===== src/rtl/ppu_pkg.sv =====
// ppu_pkg: shared definitions for the PPU CPU-facing register file.
//   - REG_* : register indices for the $2000-$2007 window (ri_sel_in value)
//   - mem_state_e : state encoding of the VRAM request/acknowledge FSM
//   - STAT_* : bit positions of the status flags in the $2002 read byte
package ppu_pkg;

  localparam logic [2:0] REG_CTRL    = 3'd0;
  localparam logic [2:0] REG_MASK    = 3'd1;
  localparam logic [2:0] REG_STATUS  = 3'd2;
  localparam logic [2:0] REG_OAMADDR = 3'd3;
  localparam logic [2:0] REG_OAMDATA = 3'd4;
  localparam logic [2:0] REG_SCROLL  = 3'd5;
  localparam logic [2:0] REG_ADDR    = 3'd6;
  localparam logic [2:0] REG_DATA    = 3'd7;

  typedef enum logic [1:0] {
    MEM_IDLE = 2'd0,
    MEM_WR   = 2'd1,
    MEM_RD   = 2'd2
  } mem_state_e;

  localparam int STAT_VBLANK = 7;
  localparam int STAT_SPR0   = 6;
  localparam int STAT_OVF    = 5;

endpackage


===== src/rtl/ppu_vram_port.sv =====
// ppu_vram_port: request/acknowledge FSM for PPU memory traffic.
// Ports:
//   clk, rst_n          : clock, asynchronous active-low reset
//   wr_start_i          : start a write of wdata_i at addr_i (accepted only in IDLE)
//   rd_start_i          : start a read at addr_i (accepted only in IDLE)
//   mem_*_o             : address/data/requests, held stable until mem_ack_i
//   mem_ack_i           : completes the outstanding request (ignored in IDLE)
//   mem_rdata_i         : read data, valid with mem_ack_i
//   rd_valid_o/rd_data_o: read completion strobe and data (same cycle as ack)
//   busy_o              : a request is outstanding
module ppu_vram_port
  import ppu_pkg::*;
#(
  parameter int ADDR_W = 14
) (
  input  logic              clk,
  input  logic              rst_n,
  input  logic              wr_start_i,
  input  logic              rd_start_i,
  input  logic [ADDR_W-1:0] addr_i,
  input  logic [7:0]        wdata_i,
  input  logic              mem_ack_i,
  input  logic [7:0]        mem_rdata_i,
  output logic [ADDR_W-1:0] mem_addr_o,
  output logic [7:0]        mem_wdata_o,
  output logic              mem_wr_req_o,
  output logic              mem_rd_req_o,
  output logic              rd_valid_o,
  output logic [7:0]        rd_data_o,
  output logic              busy_o
);

  mem_state_e        state_q, state_d;
  logic [ADDR_W-1:0] addr_q, addr_d;
  logic [7:0]        wdata_q, wdata_d;

  always_comb begin
    state_d = state_q;
    addr_d  = addr_q;
    wdata_d = wdata_q;
    case (state_q)
      MEM_IDLE: begin
        if (wr_start_i) begin
          state_d = MEM_WR;
          addr_d  = addr_i;
          wdata_d = wdata_i;
        end else if (rd_start_i) begin
          state_d = MEM_RD;
          addr_d  = addr_i;
        end
      end
      MEM_WR, MEM_RD: begin
        if (mem_ack_i) state_d = MEM_IDLE;
      end
      default: state_d = MEM_IDLE;
    endcase
  end

  always_ff @(posedge clk or negedge rst_n) begin
    if (!rst_n) begin
      state_q <= MEM_IDLE;
      addr_q  <= '0;
      wdata_q <= '0;
    end else begin
      state_q <= state_d;
      addr_q  <= addr_d;
      wdata_q <= wdata_d;
    end
  end

  // Requests decode straight from the state register, so reset drops them at once.
  assign mem_addr_o   = addr_q;
  assign mem_wdata_o  = wdata_q;
  assign mem_wr_req_o = (state_q == MEM_WR);
  assign mem_rd_req_o = (state_q == MEM_RD);
  assign busy_o       = (state_q != MEM_IDLE);
  assign rd_valid_o   = (state_q == MEM_RD) & mem_ack_i;
  assign rd_data_o    = mem_rdata_i;

endmodule


===== src/rtl/ppu_regfile.sv =====
// ppu_regfile: CPU-facing $2000-$2007 register file of the PPU.
// Ports:
//   clk, rst_n                : clock, asynchronous active-low reset
//   ri_*                      : CPU register interface (select, level enable, r/nw, data)
//   ri_d_out                  : registered CPU read data
//   vblank_set_in/clr_in      : vblank start / pre-render line pulses
//   spr0_hit_in, spr_ovf_in   : status flag set pulses
//   nmi_out                   : ctrl[7] & vblank
//   ctrl_out, mask_out        : PPUCTRL / PPUMASK
//   v_out, t_out, fine_x_out  : loopy scroll state
//   oam_*                     : OAM address, write strobe/data, combinational read data
//   mem_*, busy_out           : VRAM request/ack bus for $2007 traffic
module ppu_regfile
  import ppu_pkg::*;
#(
  parameter int ADDR_W  = 14,
  parameter int OAM_AW  = 8,
  parameter int INC_FAR = 32
) (
  input  logic              clk,
  input  logic              rst_n,
  input  logic [2:0]        ri_sel_in,
  input  logic              ri_cs_in,
  input  logic              ri_r_nw_in,
  input  logic [7:0]        ri_d_in,
  output logic [7:0]        ri_d_out,
  input  logic              vblank_set_in,
  input  logic              vblank_clr_in,
  input  logic              spr0_hit_in,
  input  logic              spr_ovf_in,
  output logic              nmi_out,
  output logic [7:0]        ctrl_out,
  output logic [7:0]        mask_out,
  output logic [14:0]       v_out,
  output logic [14:0]       t_out,
  output logic [2:0]        fine_x_out,
  output logic [OAM_AW-1:0] oam_addr_out,
  output logic              oam_we_out,
  output logic [7:0]        oam_wdata_out,
  input  logic [7:0]        oam_rdata_in,
  output logic [ADDR_W-1:0] mem_addr_out,
  output logic [7:0]        mem_wdata_out,
  output logic              mem_wr_req_out,
  output logic              mem_rd_req_out,
  input  logic              mem_ack_in,
  input  logic [7:0]        mem_rdata_in,
  output logic              busy_out
);

  localparam logic [14:0] INC_FAR_V = 15'(INC_FAR);

  logic              cs_q;
  logic [7:0]        ctrl_q, ctrl_d;
  logic [7:0]        mask_q, mask_d;
  logic [14:0]       v_q, v_d;
  logic [14:0]       t_q, t_d;
  logic [2:0]        fine_x_q, fine_x_d;
  logic              w_q, w_d;
  logic [OAM_AW-1:0] oam_addr_q, oam_addr_d;
  logic              oam_we_q, oam_we_d;
  logic [7:0]        oam_wdata_q, oam_wdata_d;
  logic [7:0]        io_latch_q, io_latch_d;
  logic [7:0]        rd_buf_q, rd_buf_d;
  logic [7:0]        ri_d_q, ri_d_d;
  logic              vblank_q, vblank_d;
  logic              spr0_q, spr0_d;
  logic              ovf_q, ovf_d;

  logic              acc, wr_acc, rd_acc, status_rd, data_go;
  logic [7:0]        status_byte, rdata;
  logic              port_busy, port_rd_valid;
  logic [7:0]        port_rd_data;

  always_comb begin
    // One access per ri_cs_in assertion, taken on its rising level.
    acc       = ri_cs_in & ~cs_q;
    wr_acc    = acc & ~ri_r_nw_in;
    rd_acc    = acc & ri_r_nw_in;
    status_rd = rd_acc && (ri_sel_in == REG_STATUS);
    // $2007 accesses that arrive while a transaction is outstanding are dropped.
    data_go   = acc && (ri_sel_in == REG_DATA) && !port_busy;

    status_byte              = {3'b000, io_latch_q[4:0]};
    status_byte[STAT_VBLANK] = vblank_q;
    status_byte[STAT_SPR0]   = spr0_q;
    status_byte[STAT_OVF]    = ovf_q;

    case (ri_sel_in)
      REG_STATUS:  rdata = status_byte;
      REG_OAMDATA: rdata = oam_rdata_in;
      REG_DATA:    rdata = rd_buf_q;
      default:     rdata = io_latch_q;
    endcase

    ctrl_d      = ctrl_q;
    mask_d      = mask_q;
    v_d         = v_q;
    t_d         = t_q;
    fine_x_d    = fine_x_q;
    w_d         = w_q;
    oam_addr_d  = oam_addr_q;
    oam_we_d    = 1'b0;
    oam_wdata_d = oam_wdata_q;
    io_latch_d  = io_latch_q;
    rd_buf_d    = rd_buf_q;
    ri_d_d      = ri_d_q;

    // OAM address advances the cycle after the write strobe, so the strobe
    // cycle still presents the address being written.
    if (oam_we_q) oam_addr_d = oam_addr_q + OAM_AW'(1);

    if (rd_acc) begin
      ri_d_d     = rdata;
      io_latch_d = rdata;
    end

    if (wr_acc) begin
      io_latch_d = ri_d_in;
      case (ri_sel_in)
        REG_CTRL: begin
          ctrl_d       = ri_d_in;
          t_d[11:10]   = ri_d_in[1:0];
        end
        REG_MASK:    mask_d = ri_d_in;
        REG_OAMADDR: oam_addr_d = ri_d_in[OAM_AW-1:0];
        REG_OAMDATA: begin
          oam_we_d    = 1'b1;
          oam_wdata_d = ri_d_in;
        end
        REG_SCROLL: begin
          if (!w_q) begin
            t_d[4:0] = ri_d_in[7:3];
            fine_x_d = ri_d_in[2:0];
          end else begin
            t_d[9:5]   = ri_d_in[7:3];
            t_d[14:12] = ri_d_in[2:0];
          end
          w_d = ~w_q;
        end
        REG_ADDR: begin
          if (!w_q) begin
            t_d[13:8] = ri_d_in[5:0];
            t_d[14]   = 1'b0;
          end else begin
            t_d[7:0] = ri_d_in;
            v_d      = {t_q[14:8], ri_d_in};
          end
          w_d = ~w_q;
        end
        default: ;
      endcase
    end

    if (status_rd) w_d = 1'b0;

    if (data_go) v_d = v_q + (ctrl_q[2] ? INC_FAR_V : 15'd1);

    if (port_rd_valid) rd_buf_d = port_rd_data;

    // A status read wins over a same-cycle vblank set (NMI suppression);
    // the pre-render clear wins over everything.
    vblank_d = vblank_q;
    if (vblank_set_in) vblank_d = 1'b1;
    if (status_rd)     vblank_d = 1'b0;
    if (vblank_clr_in) vblank_d = 1'b0;

    spr0_d = spr0_q | spr0_hit_in;
    ovf_d  = ovf_q | spr_ovf_in;
    if (vblank_clr_in) begin
      spr0_d = 1'b0;
      ovf_d  = 1'b0;
    end
  end

  always_ff @(posedge clk or negedge rst_n) begin
    if (!rst_n) begin
      cs_q        <= 1'b0;
      ctrl_q      <= '0;
      mask_q      <= '0;
      v_q         <= '0;
      t_q         <= '0;
      fine_x_q    <= '0;
      w_q         <= 1'b0;
      oam_addr_q  <= '0;
      oam_we_q    <= 1'b0;
      oam_wdata_q <= '0;
      io_latch_q  <= '0;
      rd_buf_q    <= '0;
      ri_d_q      <= '0;
      vblank_q    <= 1'b0;
      spr0_q      <= 1'b0;
      ovf_q       <= 1'b0;
    end else begin
      cs_q        <= ri_cs_in;
      ctrl_q      <= ctrl_d;
      mask_q      <= mask_d;
      v_q         <= v_d;
      t_q         <= t_d;
      fine_x_q    <= fine_x_d;
      w_q         <= w_d;
      oam_addr_q  <= oam_addr_d;
      oam_we_q    <= oam_we_d;
      oam_wdata_q <= oam_wdata_d;
      io_latch_q  <= io_latch_d;
      rd_buf_q    <= rd_buf_d;
      ri_d_q      <= ri_d_d;
      vblank_q    <= vblank_d;
      spr0_q      <= spr0_d;
      ovf_q       <= ovf_d;
    end
  end

  ppu_vram_port #(
    .ADDR_W(ADDR_W)
  ) u_vram_port (
    .clk         (clk),
    .rst_n       (rst_n),
    .wr_start_i  (data_go & ~ri_r_nw_in),
    .rd_start_i  (data_go & ri_r_nw_in),
    .addr_i      (v_q[ADDR_W-1:0]),
    .wdata_i     (ri_d_in),
    .mem_ack_i   (mem_ack_in),
    .mem_rdata_i (mem_rdata_in),
    .mem_addr_o  (mem_addr_out),
    .mem_wdata_o (mem_wdata_out),
    .mem_wr_req_o(mem_wr_req_out),
    .mem_rd_req_o(mem_rd_req_out),
    .rd_valid_o  (port_rd_valid),
    .rd_data_o   (port_rd_data),
    .busy_o      (port_busy)
  );

  assign ri_d_out      = ri_d_q;
  assign nmi_out       = ctrl_q[7] & vblank_q;
  assign ctrl_out      = ctrl_q;
  assign mask_out      = mask_q;
  assign v_out         = v_q;
  assign t_out         = t_q;
  assign fine_x_out    = fine_x_q;
  assign oam_addr_out  = oam_addr_q;
  assign oam_we_out    = oam_we_q;
  assign oam_wdata_out = oam_wdata_q;
  assign busy_out      = port_busy;

endmodule


===== config.mk =====
export PLATFORM = sky130hd
export DESIGN_NAME = ppu_regfile
export DESIGN_NICKNAME = d
export VERILOG_FILES = /design/src/rtl/ppu_pkg.sv /design/src/rtl/ppu_vram_port.sv /design/src/rtl/ppu_regfile.sv
export SDC_FILE = /design/constraint.sdc
export NUM_CORES = 1
export LEC_CHECK = 0
export ABC_AREA = 1
export CAP_MARGIN = 20
export CORE_ASPECT_RATIO = 1.2
export CORE_MARGIN = 4
export CORE_UTILIZATION = 35
export DETAILED_ROUTE_END_ITERATION = 7
export GPL_TIMING_DRIVEN = 0
export PLACE_DENSITY_LB_ADDON = 0.08
export SKIP_CTS_REPAIR_TIMING = 1
export SYNTH_ARGS = -nofsm -noshare
export SYNTH_HDL_FRONTEND = slang
export SYNTH_SLANG_ARGS = --single-unit

===== constraint.sdc =====
create_clock -name clk -period 3.3 [get_ports clk]
set_clock_uncertainty 0.2 [all_clocks]
set_input_delay 0.66 -clock clk [delete_from_list [all_inputs] [get_ports clk]]
set_output_delay 0.66 -clock clk [all_outputs]
set_load 0.02 [all_outputs]

==> metrics.md <==
| Metric | Value |
|---|---|
| Critical Path Most Common Cell | inv_1 |
| Final Setup Violations | 0 |
| Critical path startpoint category | register |
| Sw power | 0.00211 W |
| CTS tree | done |
| Standard cell core area | 15700 µm² |
| Clock Sinks | 119 |
| Critical Path RT | 2440 ps |
| Max_slew headroom | 0.538 |
| CP Capture Type | output port |
| Reg power frac | 0.368 |
| Internal power | 0.00400 W |
| Gr usage total | 0.195 |
| Warnings, synthesis | 0 |
| DRT Wirelength | 17.2 mm |
| Top cells by area, synth | dfrtp_1 (53%), nand2_1 (14%), o21ai_0 (6.9%) |
| Hold Violations, Final | 0 |
| Clock group share of total power | 0.295 |
| Largest net degree at the start of global routing | 99 |
| Initial Util | 0.358 |
| Router iterations before antenna repair | 5 |
| Filler cell count | 1552 |
| GP Congestion | 0.871 |
| Syn_area_per_cell | 8.33 µm² |
| Worst vdd ir | 0.312 mV |
| Antenna diodes | 0 |
| CTS Buf Count | 17 |
| HPWL Detailed | 13.0 mm |
| Final core occ | 0.499 |
| Slew @ Worst Pin | 691 ps |
| Class of the worst hold path | register to register |
| Register area share after synthesis | 0.530 |
| Grt total ovfl | 0 |
| Initial antenna violation count | 0 |
| CTS Buffer Depth | 2 |
| First-pass GRT wire length | 27.3 mm |
| Synth Register Bits | 119 |
| Routed len/inst | 16.4 µm |
| Share of layout cells above drive strength 1 | 0.0796 |
| Most common cell in the netlist | nand2_1 |
| Met2 Use GR | 0.333 |
| Crit-path slowest cell | clkdlybuf4s50_1 |
| # DRC | 0 |
| Comb pwr share | 0.338 |
| Max Slew Vio Count | 0 |
| GR Util met3 | 0.0524 |
| I/O pin count | 136 |
| Unrepaired setup endpoints after global routing | no |
| Vias in the first global route | 5183 |
| Tcrit/Tclk final | 0.807 |
| Post-synth top area cell | dfrtp_1 |
| Status | finished, final reports clean |
| Total die area | 18200 µm² |
| Kind of critical path | register to output port |
| Slack of the critical path | 638 ps |
| Mapped Area | 5620 µm² |
| Final net count | 873 |
| Yosys top cell area share | 0.530 |
| Input/output buffers | 134 |
| CTS clock-pin slew for the worst setup and hold paths | 60 ps |
| DR iter-0 viols | 356 |
| Root Driver | clkbuf_16 |
| Placement row count | 50 |
| H-tree depth | 4 |
| Power Density | 780 nW/µm² |
| Leak Pwr | 3.64 nW |
| Maximum fanout along the worst path | 3 |
| Number of synthesized flops with an enable pin | 0 |
| Maximum capacitance violations | 0 |
| Synth-to-layout area growth | 39.4% |
| Max Clk Rate | 376 MHz |
| Cells along the critical path | inv_1 -> ha_1 -> inv_1 -> clkdlybuf4s50_1 |
| Post-Syn Instances | 675 |
| Die height | 147 µm |
| Sw frac | 0.345 |
| Vias per cell | 4.90 |
| Worst stage delay on the critical path | 610 ps |
| Min cycle time layout | 2660 ps |
| Detail Route Antenna Nets | 0 |
| CP arrival | 1800 ps |
| Met1 GRT Util | 0.239 |
| Via count | 5148 |
| Pre-CTS setup slack | 364 ps |
| Net Count, Synth | 718 |
| Worst skew pair latency | 420 ps |
| Synth top cells by count | nand2_1 (204), dfrtp_1 (119), o21ai_0 (78) |
| Ys async rst share | 1.00 |
| Top FF cell, synth | dfrtp_1 |
| Chip Width | 124 µm |
| Post-synthesis cell type count | 35 |
| Top Usage Layer GRT | met2 |
## kinds of logic after synthesis
family / share of synthesized area
and+or+nand+nor: 0.259
muxes: 0.0160
AOI/OAI and AO/OA: 0.113
buffers and inverters: 0.0621
DFF: 0.530
xor gates and xnor gates: 0.00467
adders and majority gates: 0.0156
## path summary, 6_finish.rpt
path / start / depth (start not counted) / slack (ps) / endpoint
max: u_vram_port.state_q[0] / 4 / 640 / busy_out
min: ri_d_out[3] / 2 / 280 / ri_d_out[3]
max reg2reg: ctrl_out[2] / 10 / 1100 / v_out[10]
min reg2reg: ri_d_out[3] / 2 / 280 / ri_d_out[3]
max in group asynchronous: rst_n / 3 / 1680 / ri_d_out[4]
min in group asynchronous: rst_n / 2 / 470 / u_vram_port.mem_wdata_o[2]
## final cells by class
cell class                 instances  area, µm²  share of cell area
multi-input combinational        470       2290               0.293
timing repair buffer             136       1380               0.176
sequential                       119       2980               0.380
clock inverter                     8       97.6              0.0125
clock buffer                      23        478              0.0610
tap                              208        260              0.0332
inverter                          66        248              0.0316
buffer                            20        101              0.0129
## per-stage QoR
stage	TNS (ps)	instance area [µm²]	power, W	hold WS (ps)	std cells
2_1_floorplan	0	5620	0.00327	164	675
3_3_place_gp	-399250	7220	0.00431	265	1017
3_5_place_dp	0	7250	0.00435	271	1018
4_1_cts	0	7830	0.00617	-116	1049
5_1_grt	0	7840	0.00645	308	1050
6_report	0	7840	0.00611	282	1050
## power groups by stage
stage	combinational (W)	sequential, W	clock [W]
6_report	0.00206	0.00225	0.00180
5_1_grt	0.00224	0.00231	0.00190
4_1_cts	0.00209	0.00225	0.00184
3_5_place_dp	0.00208	0.00227	0
3_3_place_gp	0.00205	0.00226	0
2_1_floorplan	0.000668	0.00260	0
## critical path, delay by kind of cell, from the launching register on
kind	cells	cell delay [ps]
flops	1	380
buf+inv	3	770
fa+ha+maj	1	240
## routing by layer
metal | up-vias | routed length [µm] | share of wire
met5 | - | 0 | 0
met4 | 0 | 246 | 0.014
met3 | 20 | 860 | 0.050
met2 | 129 | 8820 | 0.51
met1 | 2473 | 7290 | 0.42
li1 | 2526 | - | -
## placed cells by master, fill, tap and decap left out, types with 4 or more instances in the layout
cell type,instances
nand2_1,204
o22ai_1,4
inv_1,63
a22oi_1,7
ha_1,7
a21oi_1,10
nand2_2,4
clkbuf_1,13
nand4_1,16
o21ai_1,13
buf_2,6
dfrtp_1,119
clkbuf_16,17
nor2_1,45
o21ai_0,78
clkdlybuf4s50_1,133
nand3_1,46
mux2_2,8
nor2_2,4
(Power assumes the default switching activity.)
